[src/rtl/uart_boot_loader.sv]
// uart_boot_loader: APB master that polls a UART receiver, parses a framed
// boot image (MAGIC, addr, len, payload, checksum), streams the payload into
// memory as 32-bit word writes and answers the host with a one-byte ack.
module uart_boot_loader #(
  parameter logic [7:0]  MAGIC   = 8'hA5,
  parameter logic [7:0]  ACK_OK  = 8'h4B,
  parameter logic [7:0]  ACK_ERR = 8'h45,
  parameter logic [31:0] MAX_LEN = 32'h0010_0000
) (
  input  logic        clk,
  input  logic        reset,
  input  logic        start,
  output logic        busy,
  output logic        done,
  output logic        error,
  output logic [31:0] boot_addr,
  output logic [3:0]  apb_PADDR,
  output logic        apb_PSEL,
  output logic        apb_PENABLE,
  output logic        apb_PWRITE,
  output logic [31:0] apb_PWDATA,
  input  logic        apb_PREADY,
  input  logic [31:0] apb_PRDATA,
  output logic [31:0] mem_addr,
  output logic [31:0] mem_wdata,
  output logic [3:0]  mem_wstrb,
  output logic        mem_valid,
  input  logic        mem_ready
);

  typedef enum logic [3:0] {
    S_IDLE, S_HUNT, S_ADDR, S_LEN, S_DATA, S_FLUSH,
    S_SUM, S_CLRERR, S_ACK, S_ACKW, S_DONE
  } state_t;

  // SETUP -> ACCESS (until PREADY) -> GAP (bus idle) -> SETUP ...
  typedef enum logic [1:0] {PH_SETUP, PH_ACCESS, PH_GAP} phase_t;

  state_t      state_q, state_d;
  phase_t      phase_q, phase_d;
  logic [1:0]  cnt_q, cnt_d;
  logic [31:0] load_addr_q, load_addr_d;
  logic [31:0] len_q, len_d;
  logic [31:0] cur_addr_q, cur_addr_d;
  logic [29:0] word_q, word_d;
  logic [31:0] buf_q, buf_d;
  logic [3:0]  strb_q, strb_d;
  logic [7:0]  sum_q, sum_d;
  logic        err_q, err_d;
  logic        error_q, error_d;
  logic [31:0] boot_addr_q, boot_addr_d;

  logic        apb_state;
  logic        xfer_done;
  logic        rx_valid;
  logic        rx_fault;
  logic [7:0]  rx_byte;
  logic [31:0] len_full;
  logic [1:0]  lane;
  logic        unused_prdata;

  assign apb_state = (state_q == S_HUNT) || (state_q == S_ADDR) || (state_q == S_LEN) ||
                     (state_q == S_DATA) || (state_q == S_SUM) || (state_q == S_CLRERR) ||
                     (state_q == S_ACK) || (state_q == S_ACKW);
  assign xfer_done = apb_PENABLE && apb_PREADY;
  assign rx_byte   = apb_PRDATA[7:0];
  // A completed receiver read either yields a byte, a UART error, or nothing.
  assign rx_valid  = xfer_done && !apb_PRDATA[31] && !apb_PRDATA[9];
  assign rx_fault  = xfer_done && !apb_PRDATA[31] &&  apb_PRDATA[9];
  assign lane      = cur_addr_q[1:0];
  assign unused_prdata = ^{apb_PRDATA[30:10], apb_PRDATA[8]};

  assign busy      = apb_state || (state_q == S_FLUSH);
  assign done      = (state_q == S_DONE);
  assign error     = error_q;
  assign boot_addr = boot_addr_q;

  assign apb_PSEL    = apb_state && (phase_q != PH_GAP);
  assign apb_PENABLE = apb_state && (phase_q == PH_ACCESS);
  assign apb_PWRITE  = apb_PSEL && ((state_q == S_CLRERR) || (state_q == S_ACKW));
  assign apb_PADDR   = (apb_PSEL && ((state_q == S_ACK) || (state_q == S_ACKW))) ? 4'h4 : 4'h0;
  assign apb_PWDATA  = (apb_PSEL && (state_q == S_ACKW)) ?
                       {24'h0, (err_q ? ACK_ERR : ACK_OK)} : 32'h0;

  assign mem_valid = (state_q == S_FLUSH);
  assign mem_addr  = mem_valid ? {word_q, 2'b00} : 32'h0;
  assign mem_wdata = mem_valid ? buf_q : 32'h0;
  assign mem_wstrb = mem_valid ? strb_q : 4'h0;

  // Next-state logic: APB phase sequencing plus frame parsing.
  always_comb begin
    state_d     = state_q;
    phase_d     = phase_q;
    cnt_d       = cnt_q;
    load_addr_d = load_addr_q;
    len_d       = len_q;
    cur_addr_d  = cur_addr_q;
    word_d      = word_q;
    buf_d       = buf_q;
    strb_d      = strb_q;
    sum_d       = sum_q;
    err_d       = err_q;
    error_d     = error_q;
    boot_addr_d = boot_addr_q;
    len_full    = {rx_byte, len_q[23:0]};

    if (apb_state) begin
      case (phase_q)
        PH_SETUP:  phase_d = PH_ACCESS;
        PH_ACCESS: if (apb_PREADY) phase_d = PH_GAP;
        default:   phase_d = PH_SETUP;
      endcase
    end

    case (state_q)
      S_IDLE, S_DONE: begin
        if (start) begin
          state_d = S_HUNT;
          phase_d = PH_SETUP;
          cnt_d   = 2'd0;
          sum_d   = 8'h0;
          buf_d   = 32'h0;
          strb_d  = 4'h0;
          err_d   = 1'b0;
        end
      end
      S_HUNT: begin
        if (rx_fault) state_d = S_CLRERR;
        else if (rx_valid && (rx_byte == MAGIC)) begin
          state_d = S_ADDR;
          cnt_d   = 2'd0;
        end
      end
      S_ADDR: begin
        if (rx_fault) state_d = S_CLRERR;
        else if (rx_valid) begin
          load_addr_d[{cnt_q, 3'b000} +: 8] = rx_byte;
          cnt_d = cnt_q + 2'd1;
          if (cnt_q == 2'd3) begin
            cur_addr_d = {rx_byte, load_addr_q[23:0]};
            state_d    = S_LEN;
          end
        end
      end
      S_LEN: begin
        if (rx_fault) state_d = S_CLRERR;
        else if (rx_valid) begin
          len_d[{cnt_q, 3'b000} +: 8] = rx_byte;
          cnt_d = cnt_q + 2'd1;
          if (cnt_q == 2'd3) begin
            if (len_full > MAX_LEN) begin
              err_d   = 1'b1;
              state_d = S_ACK;
            end else if (len_full == 32'h0) begin
              state_d = S_SUM;
            end else begin
              state_d = S_DATA;
            end
          end
        end
      end
      S_DATA: begin
        if (rx_fault) state_d = S_CLRERR;
        else if (rx_valid) begin
          buf_d[{lane, 3'b000} +: 8] = rx_byte;
          strb_d[lane] = 1'b1;
          sum_d        = sum_q + rx_byte;
          word_d       = cur_addr_q[31:2];
          cur_addr_d   = cur_addr_q + 32'd1;
          len_d        = len_q - 32'd1;
          if ((lane == 2'd3) || (len_q == 32'd1)) state_d = S_FLUSH;
        end
      end
      S_FLUSH: begin
        if (mem_ready) begin
          buf_d   = 32'h0;
          strb_d  = 4'h0;
          state_d = (len_q == 32'h0) ? S_SUM : S_DATA;
        end
      end
      S_SUM: begin
        if (rx_fault) state_d = S_CLRERR;
        else if (rx_valid) begin
          if (rx_byte != sum_q) err_d = 1'b1;
          state_d = S_ACK;
        end
      end
      S_CLRERR: begin
        if (xfer_done) begin
          err_d   = 1'b1;
          state_d = S_ACK;
        end
      end
      S_ACK: begin
        if (xfer_done && !apb_PRDATA[31]) state_d = S_ACKW;
      end
      S_ACKW: begin
        if (xfer_done) begin
          error_d = err_q;
          if (!err_q) boot_addr_d = load_addr_q;
          state_d = S_DONE;
        end
      end
      default: state_d = S_IDLE;
    endcase
  end

  // State register with asynchronous active-low clear.
  always_ff @(posedge clk or negedge reset) begin
    if (!reset) begin
      state_q     <= S_IDLE;
      phase_q     <= PH_SETUP;
      cnt_q       <= 2'd0;
      load_addr_q <= 32'h0;
      len_q       <= 32'h0;
      cur_addr_q  <= 32'h0;
      word_q      <= 30'h0;
      buf_q       <= 32'h0;
      strb_q      <= 4'h0;
      sum_q       <= 8'h0;
      err_q       <= 1'b0;
      error_q     <= 1'b0;
      boot_addr_q <= 32'h0;
    end else begin
      state_q     <= state_d;
      phase_q     <= phase_d;
      cnt_q       <= cnt_d;
      load_addr_q <= load_addr_d;
      len_q       <= len_d;
      cur_addr_q  <= cur_addr_d;
      word_q      <= word_d;
      buf_q       <= buf_d;
      strb_q      <= strb_d;
      sum_q       <= sum_d;
      err_q       <= err_d;
      error_q     <= error_d;
      boot_addr_q <= boot_addr_d;
    end
  end

endmodule

[config.mk]
export PLATFORM = sky130hd
export DESIGN_NAME = uart_boot_loader
export DESIGN_NICKNAME = d
export VERILOG_FILES = /design/src/rtl/uart_boot_loader.sv
export SDC_FILE = /design/constraint.sdc
export NUM_CORES = 1
export LEC_CHECK = 0
export BUFFER_PORTS_ARGS = -buffer_cell sky130_fd_sc_hd__clkbuf_2
export CAP_MARGIN = 20
export CORE_MARGIN = 2
export CORE_UTILIZATION = 40
export DETAILED_ROUTE_END_ITERATION = 16
export SYNTH_ARGS = -nofsm -noshare
export SYNTH_HDL_FRONTEND = slang
export SYNTH_SLANG_ARGS = --single-unit
[constraint.sdc]
create_clock -name clk -period 6 [get_ports clk]
set_input_delay 0.6 -clock clk [delete_from_list [all_inputs] [get_ports clk]]
set_output_delay 0.6 -clock clk [all_outputs]
set_load 0.1 [all_outputs]
After elaboration in Yosys (flattened, before gate mapping). Index checks and enable logic that the tools add are counted.

Add/sub/neg operators: 6. $lt $le $gt $ge: 3. Equal/unequal tests: 46. Shift-type cells: 4. Multiplexer cells: 79. Bitwise gates (word level): 3. Reductions and logical operators: 47.

Operators with widths (count): 32-bit 2-to-1 mux (15); 32-bit one-hot mux with 2 select lines (2); 4-bit 2-to-1 mux (25); 32-bit bitwise mux (3); 32-bit one-hot mux with 3 select lines (1); 32-bit logical NOT (2); 8-bit by 7-bit variable shift with 32-bit output (first input constant) (2); 8-bit by 7-bit indexed part select with 32-bit output (2); 4-bit one-hot mux with 10 select lines (1); 32-bit by 1-bit adder with 32-bit output (second input constant) (1); 32-bit by 1-bit equality test with 1-bit output (second input constant) (1); 32-bit by 21-bit greater-than comparator with 1-bit output (second input constant) (1); 32-bit by 1-bit subtractor with 32-bit output (second input constant) (1); 2-bit != test (second input constant) (14); 8-bit 2-to-1 mux (3); 2-bit 2-to-1 mux (11); 4-bit by 3-bit equality test with 1-bit output (second input constant) (4); 2-bit by 1-bit != test with 1-bit output (second input constant) (8); 8-bit one-hot mux with 2 select lines (1); 5-bit negation with 7-bit output (2); 13-bit AND reduction (1); 4-bit equality test (second input constant) (3); 3-bit by 2-bit != test with 1-bit output (second input constant) (4); 3-bit != test (second input constant) (4); other kinds (35) (76).

Bits in registers: 212. Input port bits: 37. Output and inout bits: 143. Logic and storage cells: 201.

Depth between registers and ports, before layout. Gate-level depths: netlist (run 1).

Depth in word-level cells: 16. Depth in mapped cells: 9. Gate-level depth less buffers: 8.

Worst setup path before layout (run 1). Ideal clock, no wire load.

Path type: register to output. Start point: register state_q[1]. End point: output port apb_PWDATA[3]. Arrival time: 4.381 ns. Required time: 5.400 ns. Path slack: 1.019 ns. Stages on the path, launching flop included: 5. Buffers on the path: 2. Cell sequence: dfrtp_1 nand2b_1 clkbuf_1 nor4_1 buf_4.

Word-level cells in the longest chain between the ends: 11. Elaborated cells on any way between the ends: 18. Those cells by class: eq/ne (8); mux (1); reduce/logical (9).

Ends and longest elaborated chain: start, declared (line 39) `state_t state_q, state_d;`; start signal, assigned (line 225) `state_q <= state_d;`; 4-bit by 1-bit equality test with 1-bit output / 4-bit by 2-bit equality test with 1-bit output (equally long branches) (line 62) `assign apb_state = (state_q == S_HUNT) || (state_q == S_ADDR) || (state_q == S_LEN) ||`; 1-bit logical OR (3 in series) (line 62); 1-bit logical OR (3 in series) (line 63) `(state_q == S_DATA) || (state_q == S_SUM) || (state_q == S_CLRERR) ||`; 1-bit logical OR (line 64) `(state_q == S_ACK) || (state_q == S_ACKW);`; 1-bit logical AND (line 78) `assign apb_PSEL = apb_state && (phase_q != PH_GAP);`; 1-bit logical AND * (line 82) `assign apb_PWDATA = (apb_PSEL && (state_q == S_ACKW)) ?`; 7-bit 2-to-1 mux * (line 82); end, declared (line 21) `output logic [31:0] apb_PWDATA,`.

Every way passes the cells marked *; elsewhere a longest branch is shown, timed or not.

Final worst setup path (run 1).
Start point: register state_q[0]. End point: output port mem_addr[31].

Word-level cells in the longest chain between the ends: 2.

Ends and longest elaborated chain: 4-bit by 3-bit equality test with 1-bit output (line 85) `assign mem_valid = (state_q == S_FLUSH);`; 32-bit 2-to-1 mux (line 86) `assign mem_addr = mem_valid ? {word_q, 2'b00} : 32'h0;`; end, declared (line 24) `output logic [31:0] mem_addr,`.

Every way passes these cells.

==> metrics.md, run 1 <==
| Metric | Value |
|---|---|
| Status | `complete, no violations` |
| Number of fill cells | `2,738` |
| Gate Count Post-Synth | `1,273` |
| Fmax | `239.9 MHz` |
| CTS sink count | `212` |
| Post-synthesis mux area share | `0.06219` |
| Worst-path maximum fanout | `21` |
| Hold buffer count at cts | `0` |
| Netlist cell types | `74` |
| Initial antenna violation count | `0` |
| Buffers on Ports | `125` |
| Fin crit period | `4.168 ns` |
| Core Area | `28,630 um2` |
| Post-synthesis sequential element count | `212` |
| Diodes inserted | `0` |
| Placer Congestion | `0.9033` |
| Vias/cell | `5.573` |
| Async SR Flop Fraction | `1.000` |
| WS Path Type | `reg -> out` |
| Rows | `62` |
| Largest family of logic cells by synthesized area | `simple AND/OR/NAND/NOR gates` |
| Total CTS buffers | `24` |
| Worst slew pin tran | `1.129 ns` |
| Final Hold Vio Count | `0` |
| Post-Synth Adder-Cell Area | `0.02098` |
| RSZ-0062 raised after global routing | `no` |
| CP Launch Type | `register` |
| GRT Residual Overflow | `0` |
| Root buffer cell | `clkbuf_16` |
| Setup violators final | `0` |
| Initial Utilization | `0.4041` |
| CTS tree | `yes` |
| ANT nets after route | `0` |
| Leakage power | `0.006011 uW` |
| Xor/xnor share of the synthesized area | `0.005300` |
| Post-synthesis average cell area | `9.088 um2` |
| CTS H-tree lvls | `1` |
| VDD IR max | `0.0002107 V` |
| Synth Area in Simple Gates | `0.2132` |
| Max Clock Skew | `0.01657 ns` |
| Die Width | `174.1 um` |
| Power density over the cells | `334.4 nW/um2` |
| Worst rel slew slack | `0.2416` |
| Final Slew Violations | `0` |
| Reg2reg setup slack | `2.74 ns` |
| DR vias | `9,809` |
| Area delta synth->final | `13.98%` |
| Largest net degree at the start of global routing | `91` |
| Die area | `30,300 um2` |
| Top_reg_cell synth | `dfrtp_1` |
| Tightest Hold Check Type | `in -> async` |
| Remaining DRCs | `0` |
| Max_cap viols | `0` |
| Post-route core utilization | `0.4607` |
| WL per Instance | `18.05 um` |
| Top Ports | `180` |
| Synth Area in Compound Gates | `0.1786` |
| Post-CTS Resized | `0` |
| DRT Pass-1 Iters | `5` |
| Post-CTS Setup Bufs | `0` |
| Sequential-to-total area share from yosys stat | `0.4586` |
| DP HPWL | `20,960 um` |
| Number of synthesized flops with an enable pin | `0` |
| CTS Buffer Depth | `3` |
| Nets@finish | `1,414` |
| Initial DRC Count | `866` |
| Worst EP required | `5.40 ns` |
| CP Capture Type | `primary output` |
| Final Cycle Share | `0.6946` |
| Fin Setup TNS | `0 ns` |
| CTS clk-pin slew, worst paths | `0.06 ns` |
| Crit path DAT | `3.57 ns` |
| First-pass GRT wire length | `51,420 um` |
| Synth Warn # | `0` |
| Share of cells above drive strength 1 | `0.1868` |
| Skew-Pair Late Insertion Delay | `0.52 ns` |
| Drt total wl | `31,770 um` |
| Mapped Area | `11,570 um2` |
| GRT Overall Usage | `0.2089` |
| Vias in the first global route | `9,330` |
| Die H | `174.1 um` |
## per-layer routing
metal / wire length (um) / vias to the layer above / GRT usage
met5: 0 / - / 0
met4: 896 / 0 / 0.07073
met3: 1857 / 65 / 0.03303
met2: 14190 / 328 / 0.3292
met1: 14820 / 4746 / 0.2940
li1: - / 4670 / -
## stage by stage
stage	hold slack [ns]	worst slack, ns	std cells	power (uW)	area [um2]
after floorplan	0.3044	1.019	1304	2656	11690
after global placement	0.4575	2.388	1713	2895	12320
after detailed placement	0.4638	2.364	1714	2917	12320
after CTS	0.1811	1.793	1757	4422	13140
after global routing	0.1908	1.612	1760	4622	13190
final	0.1309	1.832	1760	4410	13190
## worst max-delay path, stage by stage (launching register included)
cell and delay [ns]:
dfrtp_1 0.85, nand2b_1 0.47, nor3_2 0.69, buf_4 0.36, and2_1 0.20, clkbuf_2 0.47
## cell usage after synthesis (15+ instances only)
master	instances	area (um2)
a21oi_1	79	395.4
and2_1	70	437.9
ha_1	17	212.7
a2bb2oi_1	15	131.4
dfrtp_1	212	5305
mux2_2	62	698.2
buf_4	35	262.8
nor3_1	41	205.2
inv_1	27	101.4
o22ai_1	19	118.9
o21ai_0	133	665.6
clkbuf_1	56	210.2
a22o_1	17	148.9
nor4_1	19	118.9
nand2_1	153	574.3
nand3_1	50	250.2
nor2_1	79	296.5
## flip-flops by register name, indices dropped and copies added (netlist names), 4 cells and up
register	cells
boot_addr	32
buf_q	32
cur_addr_q	32
len_q	32
load_addr_q	32
word_q	30
sum_q	8
state_q	4
strb_q	4
## cell usage in the layout, fill, tap and decap left out, types with 4 or more instances in the layout
cell,instances
conb_1,32
and2_1,70
a21oi_1,79
clkbuf_2,124
clkbuf_8,11
a22oi_1,10
o21ai_0,133
inv_1,27
a31oi_1,11
or4_1,7
o31ai_1,5
ha_1,17
mux2_2,62
a22o_1,17
clkbuf_16,25
nor2_1,78
nand2_1,152
nand2b_1,11
and3_1,12
nor3b_1,5
dfrtp_1,212
o211ai_1,4
nand3_1,50
nor4_1,19
nand4_1,6
or3_1,9
a2bb2oi_1,15
nor2b_1,7
nor3_1,40
clkbuf_1,7
o22ai_1,19
xnor2_1,6
buf_4,13
o2bb2ai_1,7
a32oi_1,8
## kinds of logic (layout without fill, tap and decap cells)
group	Yosys count	count (layout)
and+or+nand+nor	491	491
adders and majority gates	19	19
xor gates and xnor gates	7	7
muxes	64	64
AOI/OAI and AO/OA	338	338
buffers and inverters	141	213
DFF	212	212
other	1	32
## worst paths after layout
kind / cells past startpoint / to / start
max in group asynchronous: 2 / sum_q[6]$_DFFE_PN0P_ / reset
hold / removal: 1 / boot_addr[21]$_DFFE_PN0P_ / reset
setup reg to reg: 6 / sum_q[7]$_DFFE_PN0P_ / state_q[3]$_DFFE_PN0P_
setup / recovery: 5 / mem_addr[31] / state_q[0]$_DFFE_PN0P_
hold reg to reg: 2 / buf_q[19]$_DFFE_PN0P_ / buf_q[19]$_DFFE_PN0P_
min in group clk: 3 / phase_q[0]$_DFF_PN0_ / apb_PREADY
## layout make-up
class | count | area, um2 | area share
multi-input combinational | 951 | 5700 | 0.4323
sequential | 212 | 5305 | 0.4023
clock buffer | 42 | 789.5 | 0.05987
timing repair buffer | 141 | 772.0 | 0.05854
tap | 384 | 480.5 | 0.03644
inverter | 29 | 108.9 | 0.008255
clock inverter | 1 | 30.03 | 0.002277
## report_power, final
part	switching [uW]	internal [uW]
Clock	575	926
Sequential	225	1580
Combinational	798	309
Note: power is estimated with default switching activity, not from simulation.
==> run 2: changes to the inputs <==
==> constraint.sdc (replaced) <==
create_clock -name clk -period 4.29 [get_ports clk]
set_input_delay 0.429 -clock clk [delete_from_list [all_inputs] [get_ports clk]]
set_output_delay 0.429 -clock clk [all_outputs]
set_load 0.1 [all_outputs]
==> run 2 against run 1 <==
- final cell count grew 0.51%
- register-to-register slack got worse by 1.6 ns
- sequential share of layout area down 0.27 points
- clock power rose by 44%
- routed wire length decreased by 0.19%
- sequential cell count stayed put
- core utilization increased by 0.31 points
- design area grew 0.67%
- die area unchanged
- combinational power up 45%
- sequential power increased by 39%
- worst hold slack got worse by 0.10 ns
- critical endpoint is now mem_addr[25]
- highest routed layer unchanged
==> metrics.md, run 2 (synthesis results as in run 1) <==
| Metric | Value |
|---|---|
| Top Ports | `180` |
| Worst rel slew slack | `0.3241` |
| Worst EP required | `3.86 ns` |
| DR vias | `9,893` |
| Fin Setup TNS | `0 ns` |
| GRT Residual Overflow | `0` |
| Setup violators final | `0` |
| Core Area | `28,630 um2` |
| Sw Pwr | `2301 uW` |
| WS Path Type | `reg -> out` |
| CTS Buffer Depth | `3` |
| Placed cells | `1,722` |
| Fmax | `276.6 MHz` |
| Buffers on Ports | `125` |
| ANT nets after route | `0` |
| Final Slew Violations | `0` |
| Rows | `62` |
| Initial DRC Count | `884` |
| CP Capture Type | `primary output` |
| Largest net degree at the start of global routing | `113` |
| Power density over the cells | `472.7 nW/um2` |
| WL per Instance | `17.92 um` |
| Placer Congestion | `0.8737` |
| Clock Power Share | `0.345` |
| DRT Pass-1 Iters | `5` |
| Worst-path maximum fanout | `44` |
| Tightest Hold Check Type | `in -> async` |
| VDD IR max | `0.0002842 V` |
| Comb power frac | `0.257` |
| Commonest non-fill, non-tap cell in the layout | `dfrtp_1` |
| Status | `complete, no violations` |
| Non-filler instance count after layout | `1,769` |
| Die Width | `174.1 um` |
| Vias/cell | `5.592` |
| Area delta synth->final | `14.75%` |
| Diodes inserted | `0` |
| Total CTS buffers | `24` |
| Share of cells above drive strength 1 | `0.1964` |
| Leakage power | `0.006043 uW` |
| Skew-Pair Late Insertion Delay | `0.52 ns` |
| GRT Overall Usage | `0.2057` |
| Die area | `30,300 um2` |
| Initial Utilization | `0.4041` |
| Max Clock Skew | `0.008537 ns` |
| CTS sink count | `212` |
| First-pass GRT wire length | `50,670 um` |
| Remaining DRCs | `0` |
| CTS tree | `yes` |
| CTS clk-pin slew, worst paths | `0.06 ns` |
| Post-CTS Resized | `0` |
| Drt total wl | `31,710 um` |
| Initial antenna violation count | `0` |
| RSZ-0062 raised after global routing | `no` |
| Root buffer cell | `clkbuf_16` |
| Max_cap viols | `0` |
| Nets@finish | `1,422` |
| Flop pwr share | `0.398` |
| Number of fill cells | `2,760` |
| Most frequent cells in the layout | `212 x dfrtp_1, 152 x nand2_1, 133 x o21ai_0, 124 x clkbuf_2, 79 x a21oi_1` |
| Hold buffer count at cts | `0` |
| DP HPWL | `20,880 um` |
| Crit path DAT | `3.19 ns` |
| CTS H-tree lvls | `1` |
| Final Cycle Share | `0.8427` |
| Worst slew pin tran | `1.014 ns` |
| Vias in the first global route | `9,198` |
| Post-CTS Setup Bufs | `0` |
| Fin crit period | `3.615 ns` |
| Final hold slack | `0.03103 ns` |
| Internal | `3975 uW` |
| Final Hold Vio Count | `0` |
| CP Launch Type | `register` |
| Net Sw Frac | `0.3666` |
| Die H | `174.1 um` |
run 2: cell types whose count changed in the layout (fill, tap and decap cells not counted), sizes merged:
| cell | change |
|---|---|
| clkinv | +3 |
| bufinv | +2 |
| buf | +9 |
| clkbuf | -11 |
| clkinvlp | +6 |
run 2: power by group through the flow:
stage	Combinational [uW]	Clock (uW)	Sequential (uW)
detailed placement	1590	0	2530
finish	1610	2160	2500
global route	1750	2300	2530
floorplan	1250	0	2460
global placement	1570	0	2520
CTS	1600	2210	2490
run 2: worst paths after layout:
check	cells past startpoint	start	to	slack (ns)
setup / recovery	5	state_q[0]$_DFFE_PN0P_	mem_addr[25]	0.67
hold / removal	1	reset	boot_addr[18]$_DFFE_PN0P_	0.03
setup reg to reg	6	state_q[0]$_DFFE_PN0P_	len_q[4]$_DFFE_PN0P_	1.17
hold reg to reg	2	buf_q[17]$_DFFE_PN0P_	buf_q[17]$_DFFE_PN0P_	0.47
max in group asynchronous	2	reset	buf_q[6]$_DFFE_PN0P_	3.16
min in group clk	3	apb_PREADY	phase_q[0]$_DFF_PN0_	0.23
run 2: cell type report:
cell class              instances  area [um2]  share of cell area
repair buffers                149       827.0             0.06230
flip-flops and latches        212        5305              0.3996
clock inverters                12       150.1             0.01131
clock buffers                  32       691.9             0.05212
multi-input cells             951        5712              0.4303
well taps                     384       480.5             0.03619
inverters                      29       108.9            0.008200
run 2: routing by layer:
metal,track usage,part of all wire
met4,0.05567,0.021
met3,0.02537,0.058
met5,0,0
met1,0.3018,0.47
met2,0.3215,0.45
run 2: through the flow:
stage | worst slack (ns) | area (um2) | utilization | total power, uW
after floorplan | 0.1315 | 11700 | - | 3719
final | 0.6749 | 13280 | 0.4638 | 6275
after global routing | 0.5427 | 13280 | 0.4638 | 6575
after global placement | 1.234 | 12410 | 0.4336 | 4092
after detailed placement | 1.246 | 12410 | 0.4336 | 4117
after CTS | 0.6890 | 13250 | 0.4630 | 6299
run 2: worst max-delay path, stage by stage, from the launching register on:
cell and delay (ns):
dfrtp_1 0.84, nand2b_1 0.47, nor3_2 0.29, buf_4 0.38, and2_1 0.22, clkbuf_2 0.47
